## src/rtl/vga_sync_ctrl.sv

```systemverilog
// vga_sync_ctrl: VGA scan timing with porch/sync state machines, a 2:1 pixel
// enable, and a per-line prefetch handshake that flags late line-buffer fills.
module vga_sync_ctrl #(
    parameter int H_ACTIVE = 640,
    parameter int H_FRONT  = 16,
    parameter int H_SYNC   = 96,
    parameter int H_BACK   = 48,
    parameter int V_ACTIVE = 480,
    parameter int V_FRONT  = 10,
    parameter int V_SYNC   = 2,
    parameter int V_BACK   = 33
) (
    input  logic       Clk,
    input  logic       Reset,
    input  logic       line_ack,
    output logic       hsync,
    output logic       vsync,
    output logic       video_on,
    output logic [9:0] pixel_x,
    output logic [9:0] pixel_y,
    output logic       pix_tick,
    output logic       line_end,
    output logic       frame_start,
    output logic       line_req,
    output logic [9:0] line_y,
    output logic       underrun
);

    localparam int H_TOTAL = H_ACTIVE + H_FRONT + H_SYNC + H_BACK;
    localparam int V_TOTAL = V_ACTIVE + V_FRONT + V_SYNC + V_BACK;

    localparam logic [9:0] H_LAST     = 10'(H_TOTAL - 1);
    localparam logic [9:0] H_FP_START = 10'(H_ACTIVE);
    localparam logic [9:0] H_SY_START = 10'(H_ACTIVE + H_FRONT);
    localparam logic [9:0] H_BP_START = 10'(H_ACTIVE + H_FRONT + H_SYNC);
    localparam logic [9:0] V_LAST     = 10'(V_TOTAL - 1);
    localparam logic [9:0] V_FP_START = 10'(V_ACTIVE);
    localparam logic [9:0] V_SY_START = 10'(V_ACTIVE + V_FRONT);
    localparam logic [9:0] V_BP_START = 10'(V_ACTIVE + V_FRONT + V_SYNC);
    localparam logic [9:0] V_VISIBLE  = 10'(V_ACTIVE);

    typedef enum logic [1:0] {H_ACT = 2'd0, H_FP = 2'd1, H_SY = 2'd2, H_BP = 2'd3} hstate_t;
    typedef enum logic [1:0] {V_ACT = 2'd0, V_FP = 2'd1, V_SY = 2'd2, V_BP = 2'd3} vstate_t;

    logic       pix_tick_q, pix_tick_d;
    logic [9:0] hpos_q, hpos_d;
    logic [9:0] vpos_q, vpos_d;
    hstate_t    hstate_q, hstate_d;
    vstate_t    vstate_q, vstate_d;
    logic       hsync_q, hsync_d;
    logic       vsync_q, vsync_d;
    logic       video_on_q, video_on_d;
    logic       line_end_q, line_end_d;
    logic       frame_start_q, frame_start_d;
    logic       line_req_q, line_req_d;
    logic [9:0] line_y_q, line_y_d;
    logic       underrun_q, underrun_d;

    logic       h_wrap_s;
    logic       bp_entry_s;
    logic [9:0] next_line_s;

    // Wrap of the horizontal counter and the line that follows the current one.
    always_comb begin
        h_wrap_s    = pix_tick_q && (hpos_q == H_LAST);
        next_line_s = (vpos_q == V_LAST) ? 10'd0 : (vpos_q + 10'd1);
    end

    // Pixel enable toggles every clock; scan counters advance on enabled clocks.
    always_comb begin
        pix_tick_d = ~pix_tick_q;
        hpos_d     = hpos_q;
        vpos_d     = vpos_q;
        if (h_wrap_s) begin
            hpos_d = 10'd0;
            vpos_d = next_line_s;
        end else if (pix_tick_q) begin
            hpos_d = hpos_q + 10'd1;
        end else begin
            hpos_d = hpos_q;
        end
    end

    // Horizontal state machine follows the next horizontal position.
    always_comb begin
        hstate_d = hstate_q;
        if (pix_tick_q) begin
            case (hstate_q)
                H_ACT:   hstate_d = (hpos_d == H_FP_START) ? H_FP  : H_ACT;
                H_FP:    hstate_d = (hpos_d == H_SY_START) ? H_SY  : H_FP;
                H_SY:    hstate_d = (hpos_d == H_BP_START) ? H_BP  : H_SY;
                H_BP:    hstate_d = (hpos_d == 10'd0)      ? H_ACT : H_BP;
                default: hstate_d = H_ACT;
            endcase
        end else begin
            hstate_d = hstate_q;
        end
    end

    // Vertical state machine only moves on the end-of-line wrap.
    always_comb begin
        vstate_d = vstate_q;
        if (h_wrap_s) begin
            case (vstate_q)
                V_ACT:   vstate_d = (vpos_d == V_FP_START) ? V_FP  : V_ACT;
                V_FP:    vstate_d = (vpos_d == V_SY_START) ? V_SY  : V_FP;
                V_SY:    vstate_d = (vpos_d == V_BP_START) ? V_BP  : V_SY;
                V_BP:    vstate_d = (vpos_d == 10'd0)      ? V_ACT : V_BP;
                default: vstate_d = V_ACT;
            endcase
        end else begin
            vstate_d = vstate_q;
        end
    end

    // Sync/blank outputs track the next states so they align with pixel_x/pixel_y.
    always_comb begin
        hsync_d       = hsync_q;
        vsync_d       = vsync_q;
        video_on_d    = video_on_q;
        line_end_d    = h_wrap_s;
        frame_start_d = h_wrap_s && (vpos_q == V_LAST);
        if (pix_tick_q) begin
            hsync_d    = (hstate_d != H_SY);
            vsync_d    = (vstate_d != V_SY);
            video_on_d = (hstate_d == H_ACT) && (vstate_d == V_ACT);
        end else begin
            hsync_d    = hsync_q;
            vsync_d    = vsync_q;
            video_on_d = video_on_q;
        end
    end

    // Prefetch handshake: request the next visible line at back-porch entry;
    // an ack always wins, otherwise the line start is a hard deadline.
    always_comb begin
        bp_entry_s = pix_tick_q && (hstate_q == H_SY) && (hstate_d == H_BP);
        line_req_d = line_req_q;
        line_y_d   = line_y_q;
        underrun_d = underrun_q;
        if (line_req_q) begin
            if (line_ack) begin
                line_req_d = 1'b0;
            end else if (h_wrap_s) begin
                line_req_d = 1'b0;
                underrun_d = 1'b1;
            end else begin
                line_req_d = 1'b1;
            end
        end else if (bp_entry_s && (next_line_s < V_VISIBLE)) begin
            line_req_d = 1'b1;
            line_y_d   = next_line_s;
        end else begin
            line_req_d = 1'b0;
        end
    end

    // State and output registers.
    always_ff @(posedge Clk or posedge Reset) begin
        if (Reset) begin
            pix_tick_q    <= 1'b0;
            hpos_q        <= 10'd0;
            vpos_q        <= 10'd0;
            hstate_q      <= H_ACT;
            vstate_q      <= V_ACT;
            hsync_q       <= 1'b1;
            vsync_q       <= 1'b1;
            video_on_q    <= 1'b0;
            line_end_q    <= 1'b0;
            frame_start_q <= 1'b0;
            line_req_q    <= 1'b0;
            line_y_q      <= 10'd0;
            underrun_q    <= 1'b0;
        end else begin
            pix_tick_q    <= pix_tick_d;
            hpos_q        <= hpos_d;
            vpos_q        <= vpos_d;
            hstate_q      <= hstate_d;
            vstate_q      <= vstate_d;
            hsync_q       <= hsync_d;
            vsync_q       <= vsync_d;
            video_on_q    <= video_on_d;
            line_end_q    <= line_end_d;
            frame_start_q <= frame_start_d;
            line_req_q    <= line_req_d;
            line_y_q      <= line_y_d;
            underrun_q    <= underrun_d;
        end
    end

    assign pix_tick    = pix_tick_q;
    assign pixel_x     = hpos_q;
    assign pixel_y     = vpos_q;
    assign hsync       = hsync_q;
    assign vsync       = vsync_q;
    assign video_on    = video_on_q;
    assign line_end    = line_end_q;
    assign frame_start = frame_start_q;
    assign line_req    = line_req_q;
    assign line_y      = line_y_q;
    assign underrun    = underrun_q;

endmodule

```

## config.mk

```make
export PLATFORM = sky130hd
export DESIGN_NAME = vga_sync_ctrl
export DESIGN_NICKNAME = d
export VERILOG_FILES = /design/src/rtl/vga_sync_ctrl.sv
export SDC_FILE = /design/constraint.sdc
export NUM_CORES = 1
export LEC_CHECK = 0
export CAP_MARGIN = 20
export CORE_MARGIN = 2
export CORE_UTILIZATION = 24
export CTS_CLUSTER_SIZE = 16
export DETAILED_ROUTE_END_ITERATION = 7
export PLACE_DENSITY = 0.49
export SYNTH_ARGS = -nofsm -noshare
export SYNTH_HDL_FRONTEND = slang
export SYNTH_SLANG_ARGS = --single-unit
```

## constraint.sdc

```tcl
create_clock -name Clk -period 3.7 [get_ports Clk]
set_input_delay 0.37 -clock Clk [delete_from_list [all_inputs] [get_ports Clk]]
set_output_delay 0.37 -clock Clk [all_outputs]
set_load 0.02 [all_outputs]
```

==> results of run 1 <==
synth_stat cells, drive strengths merged, types with 3 or more instances:
library cell / number
a31oi: 5
nand3b: 4
clkbuf: 9
mux2i: 5
xor2: 3
o2111ai: 3
nor4: 5
a41oi: 3
nand4: 7
nand2b: 3
dfrtp: 40
o21ai: 15
nor2b: 3
xnor2: 9
inv: 16
or4: 4
a21oi: 5
o41ai: 3
nand4bb: 3
nand3: 12
nor3: 6
ha: 3
nor2: 20
nand2: 33
buf: 12
o31ai: 6
or2: 3
mux2: 6
a311oi: 3
a211o: 3
or3: 6
routing by layer:
| layer | GRT usage | share of wire | wire [um] |
|---|---|---|---|
| met3 | 0.0207 | 0.043 | 319 |
| met5 | 0 | 0 | 0 |
| met4 | 0.0380 | 0.011 | 79 |
| met1 | 0.180 | 0.49 | 3620 |
| met2 | 0.191 | 0.45 | 3340 |
worst max-delay path, stage by stage (launching register included):
cell and delay, ps:
dfrtp_1 520, ha_1 550, nor2b_1 260, nand3_1 120
or3_1 400, a211oi_1 530, a41o_1 260, o211a_1 190
inv_1 70, o41ai_2 310
worst paths after layout:
check,endpoint,from,slack [ps]
min in group Clk,line_y[9],line_y[9],490
setup / recovery,video_on,pixel_x[1],390
hold reg to reg,line_y[9],line_y[9],490
hold / removal,line_y[9],Reset,490
max in group asynchronous,vsync,Reset,2820
setup reg to reg,video_on,pixel_x[1],390
kinds of logic (layout without fill, tap and decap cells):
group,after synthesis,count (layout),synth area share
AOI/OAI and AO/OA,69,69,0.192
xor gates and xnor gates,12,12,0.0391
adders and majority gates,3,3,0.0140
buffers and inverters,37,75,0.0595
DFF,42,42,0.392
muxes,11,11,0.0437
and+or+nand+nor,122,122,0.260
through the flow:
step                setup WS, ps  hold WS [ps]  cell area [um^2]  instances
global placement             473           474              3250        466
detailed placement           458           470              3250        466
CTS                          404           500              3360        474
global route                 117           514              3360        474
finish                       392           492              3360        474
floorplan                    770           516              2690        296
layout make-up:
cell class | count | area (um^2) | share of cell area
inverter | 16 | 60.1 | 0.0179
multi-input combinational | 217 | 1480 | 0.440
timing repair buffer | 51 | 483 | 0.144
tap | 140 | 175 | 0.0522
clock inverter | 2 | 37.5 | 0.0112
sequential | 42 | 1050 | 0.314
clock buffer | 6 | 72.6 | 0.0216
flip-flops by register name, summed over array words and instances, names as in the netlist:
name         cells
vsync            1
vstate_q         2
video_on         1
hstate_q         2
pixel_y         10
pixel_x         10
hsync            1
pix_tick         1
line_end         1
frame_start      1
line_req         1
underrun         1
line_y          10
power by group through the flow:
stage | combinational [uW] | clock [uW] | sequential, uW
floorplan | 6.88 | 0 | 468
global placement | 12.6 | 0 | 468
detailed placement | 12.9 | 0 | 468
CTS | 12.7 | 384 | 459
global route | 13.9 | 399 | 459
finish | 11.8 | 369 | 459
==> metrics.md, run 1 <==
| Metric | Value |
|---|---|
| Status | `finished clean` |
| Largest net degree at the start of global routing | `43` |
| Cts bufs inserted | `5` |
| Rel. slew slack | `0.591` |
| Fill cells | `1,126` |
| CTS sink cnt | `42` |
| Sw Share | `0.210` |
| PD cells | `between 200 and 250 nW/um^2` |
| Ys Warns | `0` |
| Max cap viols | `0` |
| Final setup TNS | `0 ps` |
| Clock transition at path regs | `90 ps` |
| Remaining global-route overflow | `0` |
| GRT Util Overall | `0.125` |
| Starting density of the core | `0.247` |
| Crit-path max FO | `15` |
| Synth Flop Type | `dfrtp_1` |
| Worst Skew | `roughly 6.3 ps` |
| Post CTS Setup Buffer Count | `0` |
| Chip height | `110 um` |
| Critical path class | `reg2reg` |
| CP Capture Type | `flip-flop` |
| Hold/Removal Path Class | `in2async` |
| FF+latch count, synth | `42` |
| Flop pwr share | `0.546` |
| Clock Tree Buf Depth | `2` |
| Ports | `41` |
| Vias | `2,368` |
| RSZ-0062 raised after global routing | `false` |
| Hold-fix buffers, CTS | `0` |
| Combinational share of power | `0.014` |
| Vias/cell | `5.00` |
| RD Place Congestion | `0.880` |
| Die area | `12,100 um^2` |
| R2R depth | `9` |
| Top cells by area, synth | `dfrtp_1, nand2_1, xnor2_1` |
| Mapped cell area | `2690 um^2` |
| Highest Clock Rate | `302 MHz` |
| EDFF count, synth | `0` |
| Worst-Skew Late Latency | `300 ps` |
| Vias in the first global route | `2,251` |
| Setup-failing EPs final | `0` |
| Arr. time, crit path | `approximately 3500 ps` |
| WL/cell | `15.5 um` |
| Fin crit share | `0.894` |
| Post-synth net total | `302` |
| Max-slew violation count | `0` |
| Die X | `110 um` |
| Clock period minus worst slack | `3310 ps` |
| Ant. Diodes | `0` |
| I/O Buffers | `40` |
| Int Power | `663 uW` |
| First-pass GRT wire length | `11.8 mm` |
| Static Leakage | `0.00133 uW` |
| CTS tree | `done` |
| Antenna-violating nets left | `0` |
| Hold Fails Final Rpt | `0` |
| Synth Instances | `about 300` |
| Antenna violations before repair | `0` |
| Root buffer cell | `clkbuf_8` |
| Peak supply drop | `0.119 mV` |
| Setup crit start kind | `flip-flop` |
| Number of H-tree levels | `2` |
| Drt total wl | `7.36 mm` |
| Area grow syn2layout | `24.8%` |
| Post-synth ARST share | `1.00` |
| Total net switching power | `177 uW` |
| DRT Pass-1 Iters | `5` |
| Worst EP required | `3900 ps` |
| Seq/Total Area, Yosys | `0.392` |
| DRC viols | `0` |
| Layout cell share with drive strength beyond 1 | `0.0988` |
| Syn Area/Cell | `around 9.1 um^2` |
| Synth area leader | `dfrtp_1` |
| Clock share of power | `0.440` |
| Row cnt | `38` |
| Post-cts resize count | `0` |
| Detailed Place HPWL | `5.40 mm` |
| First DRT Iteration DRCs | `178` |
| Post-synth top area share | `0.372` |
| Core Box Area | `10,900 um^2` |
| Total power draw | `839 uW` |
| Worst-margin pin slew | `606 ps` |
| Nets | `339` |
| Final Core Density | `0.308` |
| Yosys cell types | `71` |
| Most frequent cells in the layout | `dfrtp_1, clkdlybuf4s50_1, nand2_1` |
(Power assumes the default switching activity.)
==> run 2: changes to the inputs <==
--- a/config.mk
+++ b/config.mk
@@ -8,7 +8,6 @@
 export CAP_MARGIN = 20
 export CORE_MARGIN = 2
 export CORE_UTILIZATION = 24
-export CTS_CLUSTER_SIZE = 16
 export DETAILED_ROUTE_END_ITERATION = 7
 export PLACE_DENSITY = 0.49
 export SYNTH_ARGS = -nofsm -noshare
==> results of run 2 <==
No change in the layout: final DEF, timing and power equal those of run 1.
==> run 3: changes to the inputs <==
--- a/config.mk
+++ b/config.mk
@@ -5,7 +5,6 @@
 export SDC_FILE = /design/constraint.sdc
 export NUM_CORES = 1
 export LEC_CHECK = 0
-export CAP_MARGIN = 20
 export CORE_MARGIN = 2
 export CORE_UTILIZATION = 24
 export DETAILED_ROUTE_END_ITERATION = 7
==> results of run 3 <==
No change in the layout: final DEF, timing and power equal those of run 1.
